<file path="config.mk">
export PLATFORM = sky130hd
export DESIGN_NAME = rgb_fade_ctrl
export DESIGN_NICKNAME = d
export VERILOG_FILES = /design/src/rtl/rgb_fade_ctrl.sv
export SDC_FILE = /design/constraint.sdc
export NUM_CORES = 1
export LEC_CHECK = 0
export BUFFER_PORTS_ARGS = -buffer_cell sky130_fd_sc_hd__clkbuf_2
export CAP_MARGIN = 20
export CELL_PAD_IN_SITES_DETAIL_PLACEMENT = 2
export CELL_PAD_IN_SITES_GLOBAL_PLACEMENT = 2
export CORE_AREA = 3 3 136 138
export CTS_CLUSTER_DIAMETER = 150
export DETAILED_ROUTE_END_ITERATION = 8
export DIE_AREA = 0 0 139 141
export GPL_ROUTABILITY_DRIVEN = 0
export PLACE_DENSITY_LB_ADDON = 0.1
export SLEW_MARGIN = 20
export SYNTH_ARGS = -nofsm -noshare
export SYNTH_HDL_FRONTEND = slang
export SYNTH_SLANG_ARGS = --single-unit
</file>
<file path="constraint.sdc">
create_clock -name clk -period 3.8 [get_ports clk]
set_input_delay 0.57 -clock clk [delete_from_list [all_inputs] [get_ports clk]]
set_output_delay 0.57 -clock clk [all_outputs]
set_load 0.01 [all_outputs]
</file>
<file path="src/rtl/rgb_fade_ctrl.sv">
// rgb_fade_ctrl: common pwm strobe generator and colour fade sequencer
// for three pwm channels. It accepts colour commands over valid/ready and
// walks each channel's level one LSB per fade tick toward its target, with
// level changes landing just after a pwm period boundary.
module rgb_fade_ctrl #(
  parameter int WIDTH      = 8,
  parameter int PRESCALE_W = 8,
  parameter int FADE_W     = 8
) (
  input  logic                  clk,
  input  logic                  reset,
  input  logic [PRESCALE_W-1:0] strobe_div,
  input  logic [FADE_W-1:0]     fade_div,
  output logic                  pwm_strobe,
  input  logic                  cmd_valid,
  output logic                  cmd_ready,
  input  logic [WIDTH-1:0]      cmd_r,
  input  logic [WIDTH-1:0]      cmd_g,
  input  logic [WIDTH-1:0]      cmd_b,
  input  logic                  cmd_instant,
  output logic [WIDTH-1:0]      level_r,
  output logic [WIDTH-1:0]      level_g,
  output logic [WIDTH-1:0]      level_b,
  output logic                  busy,
  output logic                  done
);

  typedef enum logic {
    IDLE = 1'b0,
    FADE = 1'b1
  } state_e;

  state_e                  state_q, state_d;
  logic [PRESCALE_W-1:0]   pre_cnt_q, pre_cnt_d;
  logic                    strobe_q, strobe_d;
  logic [WIDTH-1:0]        per_cnt_q, per_cnt_d;
  logic [FADE_W-1:0]       fade_cnt_q, fade_cnt_d;
  logic [WIDTH-1:0]        tgt_r_q, tgt_r_d, tgt_g_q, tgt_g_d, tgt_b_q, tgt_b_d;
  logic [WIDTH-1:0]        lvl_r_q, lvl_r_d, lvl_g_q, lvl_g_d, lvl_b_q, lvl_b_d;
  logic                    done_q, done_d;

  logic                    period_wrap;
  logic                    fade_tick;
  logic                    accept;
  logic [WIDTH-1:0]        step_r, step_g, step_b;

  // Moves a level one LSB toward its target; an equal level stays put, so
  // the ramp can never overshoot or wrap.
  function automatic logic [WIDTH-1:0] step_toward(input logic [WIDTH-1:0] cur,
                                                   input logic [WIDTH-1:0] tgt);
    if (cur < tgt)      return cur + 1'b1;
    else if (cur > tgt) return cur - 1'b1;
    else                return cur;
  endfunction

  assign period_wrap = strobe_q && (per_cnt_q == {WIDTH{1'b1}});
  assign fade_tick   = period_wrap && (fade_cnt_q == fade_div);
  assign accept      = cmd_valid && (state_q == IDLE);
  assign step_r      = step_toward(lvl_r_q, tgt_r_q);
  assign step_g      = step_toward(lvl_g_q, tgt_g_q);
  assign step_b      = step_toward(lvl_b_q, tgt_b_q);

  // Prescaler: count up to strobe_div, then emit a one-cycle strobe and restart.
  // A strobe_div lowered below the running count lets it run on and wrap.
  always_comb begin
    // NOTE: every signal assigned in an always_comb gets a default first, so
    // no path leaves it unassigned and no latch is inferred.
    pre_cnt_d = pre_cnt_q + 1'b1;
    strobe_d  = 1'b0;
    if (pre_cnt_q == strobe_div) begin
      pre_cnt_d = '0;
      strobe_d  = 1'b1;
    end
  end

  // Period tracker mirrors the pwm counters; fade divider counts period wraps
  // and restarts on every accepted command so a new fade gets a fresh phase.
  always_comb begin
    per_cnt_d  = strobe_q ? per_cnt_q + 1'b1 : per_cnt_q;
    fade_cnt_d = fade_cnt_q;
    if (accept) begin
      fade_cnt_d = '0;
    end else if (period_wrap) begin
      fade_cnt_d = fade_tick ? '0 : fade_cnt_q + 1'b1;
    end
  end

  // Command FSM: latch targets on accept, apply instantly or ramp on fade ticks.
  always_comb begin
    state_d = state_q;
    tgt_r_d = tgt_r_q;
    tgt_g_d = tgt_g_q;
    tgt_b_d = tgt_b_q;
    lvl_r_d = lvl_r_q;
    lvl_g_d = lvl_g_q;
    lvl_b_d = lvl_b_q;
    done_d  = 1'b0;
    unique case (state_q)
      IDLE: begin
        if (cmd_valid) begin
          tgt_r_d = cmd_r;
          tgt_g_d = cmd_g;
          tgt_b_d = cmd_b;
          if (cmd_instant) begin
            lvl_r_d = cmd_r;
            lvl_g_d = cmd_g;
            lvl_b_d = cmd_b;
            done_d  = 1'b1;
          end else if (cmd_r == lvl_r_q && cmd_g == lvl_g_q && cmd_b == lvl_b_q) begin
            done_d  = 1'b1;
          end else begin
            state_d = FADE;
          end
        end
      end
      FADE: begin
        if (fade_tick) begin
          lvl_r_d = step_r;
          lvl_g_d = step_g;
          lvl_b_d = step_b;
          if (step_r == tgt_r_q && step_g == tgt_g_q && step_b == tgt_b_q) begin
            state_d = IDLE;
            done_d  = 1'b1;
          end
        end
      end
      default: state_d = IDLE;
    endcase
  end

  // State register with synchronous reset; a reset mid-fade simply drops it.
  always_ff @(posedge clk) begin
    // NOTE: sequential state uses non-blocking assignments so every flop
    // samples the pre-edge values of the others.
    if (reset) begin
      state_q    <= IDLE;
      pre_cnt_q  <= '0;
      strobe_q   <= 1'b0;
      per_cnt_q  <= '0;
      fade_cnt_q <= '0;
      tgt_r_q    <= '0;
      tgt_g_q    <= '0;
      tgt_b_q    <= '0;
      lvl_r_q    <= '0;
      lvl_g_q    <= '0;
      lvl_b_q    <= '0;
      done_q     <= 1'b0;
    end else begin
      state_q    <= state_d;
      pre_cnt_q  <= pre_cnt_d;
      strobe_q   <= strobe_d;
      per_cnt_q  <= per_cnt_d;
      fade_cnt_q <= fade_cnt_d;
      tgt_r_q    <= tgt_r_d;
      tgt_g_q    <= tgt_g_d;
      tgt_b_q    <= tgt_b_d;
      lvl_r_q    <= lvl_r_d;
      lvl_g_q    <= lvl_g_d;
      lvl_b_q    <= lvl_b_d;
      done_q     <= done_d;
    end
  end

  assign pwm_strobe = strobe_q;
  assign cmd_ready  = (state_q == IDLE);
  assign busy       = (state_q == FADE);
  assign done       = done_q;
  assign level_r    = lvl_r_q;
  assign level_g    = lvl_g_q;
  assign level_b    = lvl_b_q;

endmodule
</file>
* Yosys cells after proc, flatten, opt, wreduce, memory -nomap -nowiden *
Cells that the tools add are included.

word-level totals
  register bits = 75
  input bits = 44
  logic and storage cells = 83

operators by class
  $add $sub $neg = 9
  order comparisons = 6
  equal/unequal tests = 12
  mux-type cells = 32
  bitwise logic cells = 1
  reduce and logical (&&, ||, !) cells = 11

operators by type and width
  kind                 count
  $mux 8               16
  $eq 8x8->1           8
  $add 8x1->8 const B  6
  $pmux 8 s2           3
  $gt 8x8->1           3
  $lt 8x8->1           3
  $sub 8x1->8 const B  3
  $mux 1               11
  $eq 8x8->1 const B   1
  $logic_and 1x1->1    7
  $ne 2x1->1 const B   2
  $pmux 1 s2           2
  $reduce_or 2->1      2
  $reduce_and 3->1     1
  $ne 2x2->1 const B   1
  $reduce_and 2->1     1
  $not 1->1            1

* Logic depth before layout (Yosys ltp) *
Gate-level depths: netlist of run 1.

  depth after elaboration = 9
  mapped depth = 13
  depth with buffers taken out = 11

* Least setup slack after synthesis of run 1 *
No wires, ideal clock.

  path kind = register -> register
  start = reg lvl_b_q[0], in the netlist level_b[0]
  end = reg state_q, in the netlist busy
  arrival = 2928 ps
  required time = 3670 ps
  path slack = 741 ps
  stages on the path, launching flop included = 13
  buffers on the path = 1
  clock period less this slack = 3059 ps
  path through = dfxtp_1 clkbuf_1 inv_1 ha_1 nor2b_1 o211ai_2 a21o_1 a2111oi_4 nor2_2 a221o_2 a2111oi_4 nand4_1 nor3b_2

between the ends
  word-level cells in the longest chain between the ends = 8
  elaborated cells on any way between the ends = 16
  classes of those cells = add/sub (2); order compare (2); eq/ne (2); mux (8); reduce/logical (2)

ends and longest elaborated chain
  element                                    line  text
  start, declared                            39    logic [WIDTH-1:0] lvl_r_q, lvl_r_d, lvl_g_q, lvl_g_d, lvl_b_q, lvl_b_d;
  start signal, assigned                     159   lvl_b_q <= lvl_b_d;
  $sub 8x1->8 or $gt 8x8->1 (tied branches)  52    else if (cur > tgt) return cur - 1'b1;
  $mux 8                                     52
  $mux 8                                     51    if (cur < tgt) return cur + 1'b1;
  $eq 8x8->1                                 121   if (step_r == tgt_r_q && step_g == tgt_g_q && step_b == tgt_b_q) begin
  $logic_and 1x1->1                          121
  $mux 1                                     121
  $mux 1                                     117   if (fade_tick) begin
  $pmux 1 s2 *                               98    unique case (state_q)
  end signal, assigned                       149   state_q <= state_d;
  end, declared                              33    state_e state_q, state_d;

Every way passes the cells marked *; elsewhere a longest branch is shown, timed or not.
A chain may end at the register's enable or synchronous reset.

* Worst setup path after layout of run 1 *
  start = reg lvl_r_q[3], in the netlist level_r[3]
  end = reg state_q, in the netlist busy

between the ends
  word-level cells in the longest chain between the ends = 9
  elaborated cells on any way between the ends = 18
  classes of those cells = add/sub (2); order compare (2); eq/ne (2); mux (8); reduce/logical (4)

ends and longest elaborated chain
  element                                    line  text
  start, declared                            39
  start signal, assigned                     157   lvl_r_q <= lvl_r_d;
  $sub 8x1->8 or $gt 8x8->1 (tied branches)  52
  $mux 8                                     52
  $mux 8                                     51
  $eq 8x8->1                                 121
  $logic_and 1x1->1 (2 in series)            121
  $mux 1                                     121
  $mux 1                                     117
  $pmux 1 s2 *                               98

Marks and branches as above.

==> results of run 1 <==
[worst register-to-register path, delay by kind of cell, from the launching register on]
kind / cells / cell delay, ns
fa+ha+maj: 1 / 0.34
flops: 1 / 0.54
compound gates: 2 / 0.64
mux: 1 / 0.40
simple gates: 5 / 1.50
[worst max path at each step]
stage / start / endpoint / cells past startpoint
floorplan: level_b[0] / busy / 12
global placement: level_r[1] / busy / 10
detailed placement: level_r[3] / busy / 9
CTS: level_r[3] / busy / 9
global route: level_r[3] / busy / 9
finish: level_r[3] / busy / 9
[report_power, final]
part	internal (mW)	total [mW]	leakage, nW	switching [mW]
Clock	0.449	0.839	0.126	0.390
Sequential	0.819	0.871	0.611	0.0514
Combinational	0.396	1.06	2.04	0.659
[through the flow]
stage / total power, mW / utilization
2_1_floorplan: 1.60 / -
3_3_place_gp: 1.89 / 0.382
3_5_place_dp: 1.92 / 0.383
4_1_cts: 2.78 / 0.399
5_1_grt: 2.91 / 0.399
6_report: 2.76 / 0.399
[sequential cells by signal (all words and copies together), names as in the netlist]
name and count:
busy 1, pre_cnt_q 8, level_g 8, pwm_strobe 1
done 1, tgt_r_q 8, per_cnt_q 8, level_r 8
tgt_b_q 8, level_b 8, tgt_g_q 8, fade_cnt_q 8
[placed cells by master (no fill, tap or decap), types with 3 or more instances in the layout]
cell type / count
sky130_fd_sc_hd__o211a_1: 3
sky130_fd_sc_hd__nor2_1: 63
sky130_fd_sc_hd__xnor2_1: 43
sky130_fd_sc_hd__nand2_1: 86
sky130_fd_sc_hd__nor4_1: 9
sky130_fd_sc_hd__mux2i_1: 7
sky130_fd_sc_hd__clkbuf_2: 71
sky130_fd_sc_hd__o21ai_0: 19
sky130_fd_sc_hd__ha_1: 33
sky130_fd_sc_hd__or3_1: 3
sky130_fd_sc_hd__o211ai_1: 3
sky130_fd_sc_hd__nor3_1: 32
sky130_fd_sc_hd__a31oi_1: 7
sky130_fd_sc_hd__nand3_1: 28
sky130_fd_sc_hd__or2_1: 3
sky130_fd_sc_hd__o2111ai_1: 3
sky130_fd_sc_hd__clkinvlp_4: 3
sky130_fd_sc_hd__xor2_1: 42
sky130_fd_sc_hd__a211oi_1: 7
sky130_fd_sc_hd__inv_1: 36
sky130_fd_sc_hd__buf_4: 20
sky130_fd_sc_hd__a2bb2oi_1: 8
sky130_fd_sc_hd__o211ai_2: 3
sky130_fd_sc_hd__and3_1: 15
sky130_fd_sc_hd__nand4_1: 21
sky130_fd_sc_hd__nor2b_1: 12
sky130_fd_sc_hd__clkbuf_16: 9
sky130_fd_sc_hd__a21oi_2: 3
sky130_fd_sc_hd__dfxtp_1: 75
sky130_fd_sc_hd__a21oi_1: 81
sky130_fd_sc_hd__a211o_1: 5
sky130_fd_sc_hd__and2_1: 4
sky130_fd_sc_hd__o22ai_1: 9
sky130_fd_sc_hd__o21a_1: 3
sky130_fd_sc_hd__a21o_1: 7
sky130_fd_sc_hd__nand3b_1: 5
[cell type report]
class                           instances  area [sq um]
Multi-Input combinational cell        631          4190
Sequential cell                        75          1500
Fill cell                            2068         10400
Timing Repair Buffer                   92           520
Clock inverter                          6          48.8
Clock buffer                           10           229
Tap cell                              225           282
Inverter                               36           135
[metal layers]
| layer | global-route usage | wire length [microns] |
|---|---|---|
| met2 | 0.442 | 12100 |
| met5 | 0 | 0 |
| met3 | 0.0377 | 1090 |
| met1 | 0.300 | 10300 |
| met4 | 0.0608 | 406 |
[cell families (layout without fill, tap and decap cells)]
kind of cell             Yosys count  after routing
multiplexers                       9              9
flip-flops                        75             75
XOR/XNOR                          85             85
AND/OR/NAND/NOR                  305            305
buffers and inverters             85            144
AO/OA/AOI/OAI                    199            199
adder cells (fa/ha/maj)           33             33
==> results.txt, run 1 <==
- The flow ran to the end, and the final reports show no timing, DRC or antenna violations.
- Top-Level Pins: 72
* Hold Crit Depth: 3
- The count of final max-slew check failures was 0.
* Arrival time worst endpoint: roughly 3.8 ns
- Maximum achievable frequency: 283 MHz
* HPWL Detailed: approximately 18000 microns
- Starting density of the core: 0.351
- From synthesis to final layout, the design area changed by 13.8%.
- The worst register-to-register path has a depth of 9.
- For this run, the register share of the synthesized area comes to 0.247.
- Each instance of the synthesized netlist takes up on average 7.67 sq um.
* Final-report hold violation count: 0
- EDFF count, synth: 0
* Count of state elements after synthesis: 75
* Leading cell type by number of instances after synthesis: sky130_fd_sc_hd__nand2_1
- In the synthesized netlist the async set-or-reset flop fraction comes to 0.
- In this run the cell area measured after placement is roughly 0.0066 sq mm.
- Data required time of the worst path: ~4 ns
- In this run the register-to-register setup slack is about 0.27 ns.
- Finished Cell Area: a little under 0.007 sq mm
* Number of global-route vias before repair: 6716
* Setup Viol. Count Final: 0
- DR DRC count: 0
- Smallest setup slack after layout: 0.271 ns
* Biggest area consumer among synthesized cells: sky130_fd_sc_hd__dfxtp_1
- After routing, the total negative slack on setup checks comes to 0 ns.
- The worst register-to-register path begins at level_r[3].
- Fraction of the mapped netlist area in simple logic gates: 0.255
- Largest incremental delay on the critical path: 0.54 ns
* Largest driver fanout on the critical path: 10
- Slowest cell on the critical path: sky130_fd_sc_hd__dfxtp_1
* Hold slack final: 0.483 ns
* DRC violation total after the first TritonRoute iteration: 375
* Inserted Clock Buffers: 9
- The die is ~140 microns tall.
* Total power density per cell area: 400 mW/mm^2
- Standard-cell rows: 48
- Timing analysis after detailed placement gives a worst setup slack of about 0.37 ns.
* Sum of buffers and inverters on the critical path: 0
- In this run the tightest slew margin relative to its limit is 0.508.
- Clock-pin slew was measured on the worst setup and hold paths at about 0.07 ns.
* Antenna violations before repair: 0
- Dividing the final minimum period by the clock period gives 0.929.
- Dominant delay contributor by cell family on the critical path: simple AND/OR/NAND/NOR gates
- Total die area: 0.0196 sq mm
- Post-cts repair resize count: 0
* Largest net degree at the start of global routing: 40
* Clock tree from TritonCTS: done
* Global-route wire length before repair: between 30000 and 40000 microns
- Fraction of the mapped netlist area in adder cells: 0.0680
* Worst path cell trace: ha_1, a21oi_1, a21oi_4, nor2_2, mux2_2, or4_4, nor4_2, nand4_1, nor3b_2
* Clock latency on the worst-skew pair: roughly 0.35 ns
- Routed via count divided by cell count: 5.74
* Leftover overflow at the end of global routing: 0
- Of the cells placed in the final design, the portion with a size suffix greater than 1 is 0.168.
- Top FF cell, synth: sky130_fd_sc_hd__dfxtp_1
* Critical Path Source Type: flop
- Counting distinct cell types in the post-synthesis netlist gives 84.
- FF-to-FF End: busy
- During placement, the flow inserted port buffers numbering 71.
- VDD IR max: 207 uV
* Clock Skew: 0.00615 ns
* Worst-case hold path end point: tgt_r_q[6]
- The share of the synthesized area in compound gates (AO/OA/AOI/OAI) is 0.227.
- Endpoint class of the critical path: flop
- Multiplexer fraction of the synthesized cell area: 0.0153
* Number of standard cells after synthesis: approximately 790
- HP Class: in2reg
- Placed Cells: between 1k and 1.5k
* Syn_nets: just under 900
* Wire length per cell after detailed routing: 22.2 microns
- Static Leakage: 2.78 nW
- 0 antenna diodes ended up in the layout.
* DRT antenna net count: 0
- By area, the combinational part of the netlist is dominated by simple AND/OR/NAND/NOR gates.
- Slew @ Worst Pin: 0.736 ns
- Critical path class: reg2reg
- After synthesis the cells add up to approximately 0.0061 sq mm.
* Cells taking the most area after synthesis: sky130_fd_sc_hd__dfxtp_1 (25%), sky130_fd_sc_hd__ha_1 (6.8%), sky130_fd_sc_hd__a21oi_1 (6.8%), sky130_fd_sc_hd__xnor2_1 (6.2%), sky130_fd_sc_hd__xor2_1 (6.1%)
* Number of detailed-route iterations in the first pass: 4
- Final cell count without fillers: between 1k and 1.5k
- The final layout contains ~920 nets.
- The floorplan step defined a core boundary enclosing around 0.017 sq mm.
* Warnings, synthesis: 0
- Clock Tree Buf Depth: 2
- Of the post-synthesis cell area, the dominant cell type holds 0.247.
- The cell sitting at the root of the clock tree is a sky130_fd_sc_hd__clkbuf_16.
- Wirelength, routed: between 20000 and 25000 microns
- Startpoint of the lowest-slack hold path: cmd_r[6]
- Unrepaired setup endpoints after global routing: no
- Minimum clock period after layout: 3.53 ns
- Number of buffers inserted by post-CTS setup repair: 0
- For this run, the total global-route usage over all layers was measured as 0.243.
- MaxCap Viol Count: 0
- Level count of the clock H-tree: 3
* CTS Hold Bufs: 0
* Vias after detailed routing: slightly above 6k
- From left edge to right edge, the die measures around 140 microns.
- Fraction of synthesized cell area in xor and xnor cells: 0.123
* Number of clock sinks seen by CTS: between 70 and 80
* Most instantiated cells after synthesis: sky130_fd_sc_hd__nand2_1 (86), sky130_fd_sc_hd__a21oi_1 (82), sky130_fd_sc_hd__dfxtp_1 (75), sky130_fd_sc_hd__nor2_1 (63), sky130_fd_sc_hd__xnor2_1 (43)
Note: power is estimated with default switching activity, not from simulation.
==> run 2, diff against run 1 <==
Settings changed: CELL_PAD_IN_SITES_DETAIL_PLACEMENT 2 to 0, CELL_PAD_IN_SITES_GLOBAL_PLACEMENT 2 to 1, CORE_AREA 3 3 136 138 to 3 3 122 124, DIE_AREA 0 0 139 141 to 0 0 125 127.
==> results.txt, run 2 (synthesis gave the netlist of run 1 again) <==
- The run finished with clean final reports.
- After clock tree synthesis, the setup repair step added 0 buffers.
* Wire length per cell after detailed routing: approximately 19 microns
* Worst slew slack as a fraction of its limit: 0.388
- After clock tree synthesis, the clock-pin slew on the worst setup and hold paths is 0.06 ns.
- Post-DP Area: 0.00650 sq mm
- Number of global-route vias before repair: roughly 5.8k
- HPWL Detailed: roughly 14000 microns
- HP Class: in2reg
* CTS Hold Bufs: 0
- For this run, the top clock speed supported by timing is 293 MHz.
- In this run, the number of DRC markers left after iteration 0 of detailed routing was around 660.
- Slew @ Worst Pin: 0.919 ns
- The floorplan has 43 rows.
* Post-cts repair resize count: 0
- Static Leakage: ~2.7 nW
- VDD IR max: 248 uV
- Top-Level Pins: 72
* Clock Skew: slightly above 0.006 ns
- The die is ~130 microns wide.
- 0 antenna diodes ended up in the layout.
* Total die area: 0.0159 sq mm
- Critical path class: reg2reg
* Leftover overflow at the end of global routing: 0
- Core region area: 0.0139 sq mm
- The smallest clock period supported by the final layout is computed as about 3.4 ns.
- The tool flagged a number of max-cap violations equal to 0.
- Of the cells placed in the final design, the portion with a size suffix greater than 1 is 0.160.
- At the worst endpoint, the arrival time is roughly 3.6 ns.
* Most common cell after layout, fill and taps aside: sky130_fd_sc_hd__nand2_1
- For this design, the sink count on the clock tree is 75.
- Clock tree from TritonCTS: done
- Critical Path Source Type: flop
- The number of cells on the worst reg-to-reg path is 9.
* Inserted Clock Buffers: 9
- Finished Cell Area: between 0.006 and 0.007 sq mm
- At the end of the flow, the number of nets in the layout was slightly above 900.
- OpenSTA, run right after detailed placement, puts the worst setup slack at around 0.43 ns.
- Accumulated negative setup slack: 0 ns
- DR DRC count: 0
* Unrepaired setup endpoints after global routing: no
- Total power density per cell area: ~400 mW/mm^2
- Final clock period utilization by the worst path: 0.897
- Fill cells in the final layout number approximately 1.4k.
- Vias after detailed routing: 6013
- Clock tree root buffer cell: sky130_fd_sc_hd__clkbuf_16
* Largest driver fanout on the critical path: 10
- Clock latency on the worst-skew pair: between 0.3 and 0.4 ns
* Level count of the clock H-tree: 3
* Routed via count divided by cell count: slightly below 6
- STA puts the critical path data required time at 4.01 ns.
- Before antenna repair, the detailed router went through 5 iterations.
- Area delta synth->final: 12.1%
- Antenna violations before repair: 0
* Commonest cells after routing, fill and taps aside: sky130_fd_sc_hd__nand2_1 (86), sky130_fd_sc_hd__a21oi_1 (81), sky130_fd_sc_hd__dfxtp_1 (75)
* Overall fraction of global-route tracks in use: 0.247
- The final-report hold violation count came to 0.
- DRT antenna net count: 0
* Endpoint class of the critical path: flop
* Die Span Y: approximately 130 microns
* Clock Tree Buf Depth: 2
- Setup Viol. Count Final: 0
- Max-slew violation total from the final report: 0
* Count of input and output buffers: 71
- The first global-routing pass estimated 31600 microns of wire.
* Wirelength, routed: between 15000 and 20000 microns
- Entering global routing, the biggest net connects 41 pins.
- Hold Crit Depth: 3
- Smallest setup slack after layout: 0.390 ns
- Starting density of the core: 0.437
* Final core occ: 0.490
- Hold slack final: ~0.48 ns
==> run 2: worst paths after layout <==
kind | slack (ns) | to | start
max | 0.39 | busy | level_r[3]
min | 0.48 | tgt_r_q[7] | cmd_r[7]
max reg2reg | 0.39 | busy | level_r[3]
min reg2reg | 0.48 | tgt_b_q[2] | tgt_b_q[2]
==> run 2: metrics by stage <==
step | power (mW) | std cells
floorplan | 1.60 | 791
global placement | 1.85 | 1007
detailed placement | 1.86 | 1007
CTS | 2.75 | 1023
global route | 2.89 | 1023
finish | 2.74 | 1023
==> run 2: cell type report <==
type / instances / area [sq um] / area share
clock inverters: 4 / 50.0 / 0.00736
repair buffers: 85 / 460 / 0.0677
flip-flops and latches: 75 / 1500 / 0.221
clock buffers: 12 / 246 / 0.0362
well taps: 180 / 225 / 0.0331
inverters: 36 / 135 / 0.0199
multi-input cells: 631 / 4180 / 0.615
==> run 2: routing by layer <==
layer	wire length [microns]	GRT usage	vias to the layer above
li1	-	-	2918
met1	8530	0.331	2830
met2	9020	0.401	223
met3	1390	0.0518	42
met4	469	0.0784	0
met5	0	0	-
==> run 2: critical path, stage by stage (launching register included) <==
cell,delay [ns]
sky130_fd_sc_hd__dfxtp_1,0.53
sky130_fd_sc_hd__ha_1,0.33
sky130_fd_sc_hd__a21oi_1,0.40
sky130_fd_sc_hd__a21oi_4,0.15
sky130_fd_sc_hd__nor2_2,0.38
sky130_fd_sc_hd__mux2_2,0.39
sky130_fd_sc_hd__or4_4,0.51
sky130_fd_sc_hd__nor4_2,0.22
sky130_fd_sc_hd__nand4_1,0.16
sky130_fd_sc_hd__nor3b_2,0.19
==> run 2: where the power goes <==
part,internal [mW],switching (mW),total (mW)
sequential,0.820,0.0568,0.877
clock,0.526,0.353,0.879
combinational,0.388,0.601,0.988
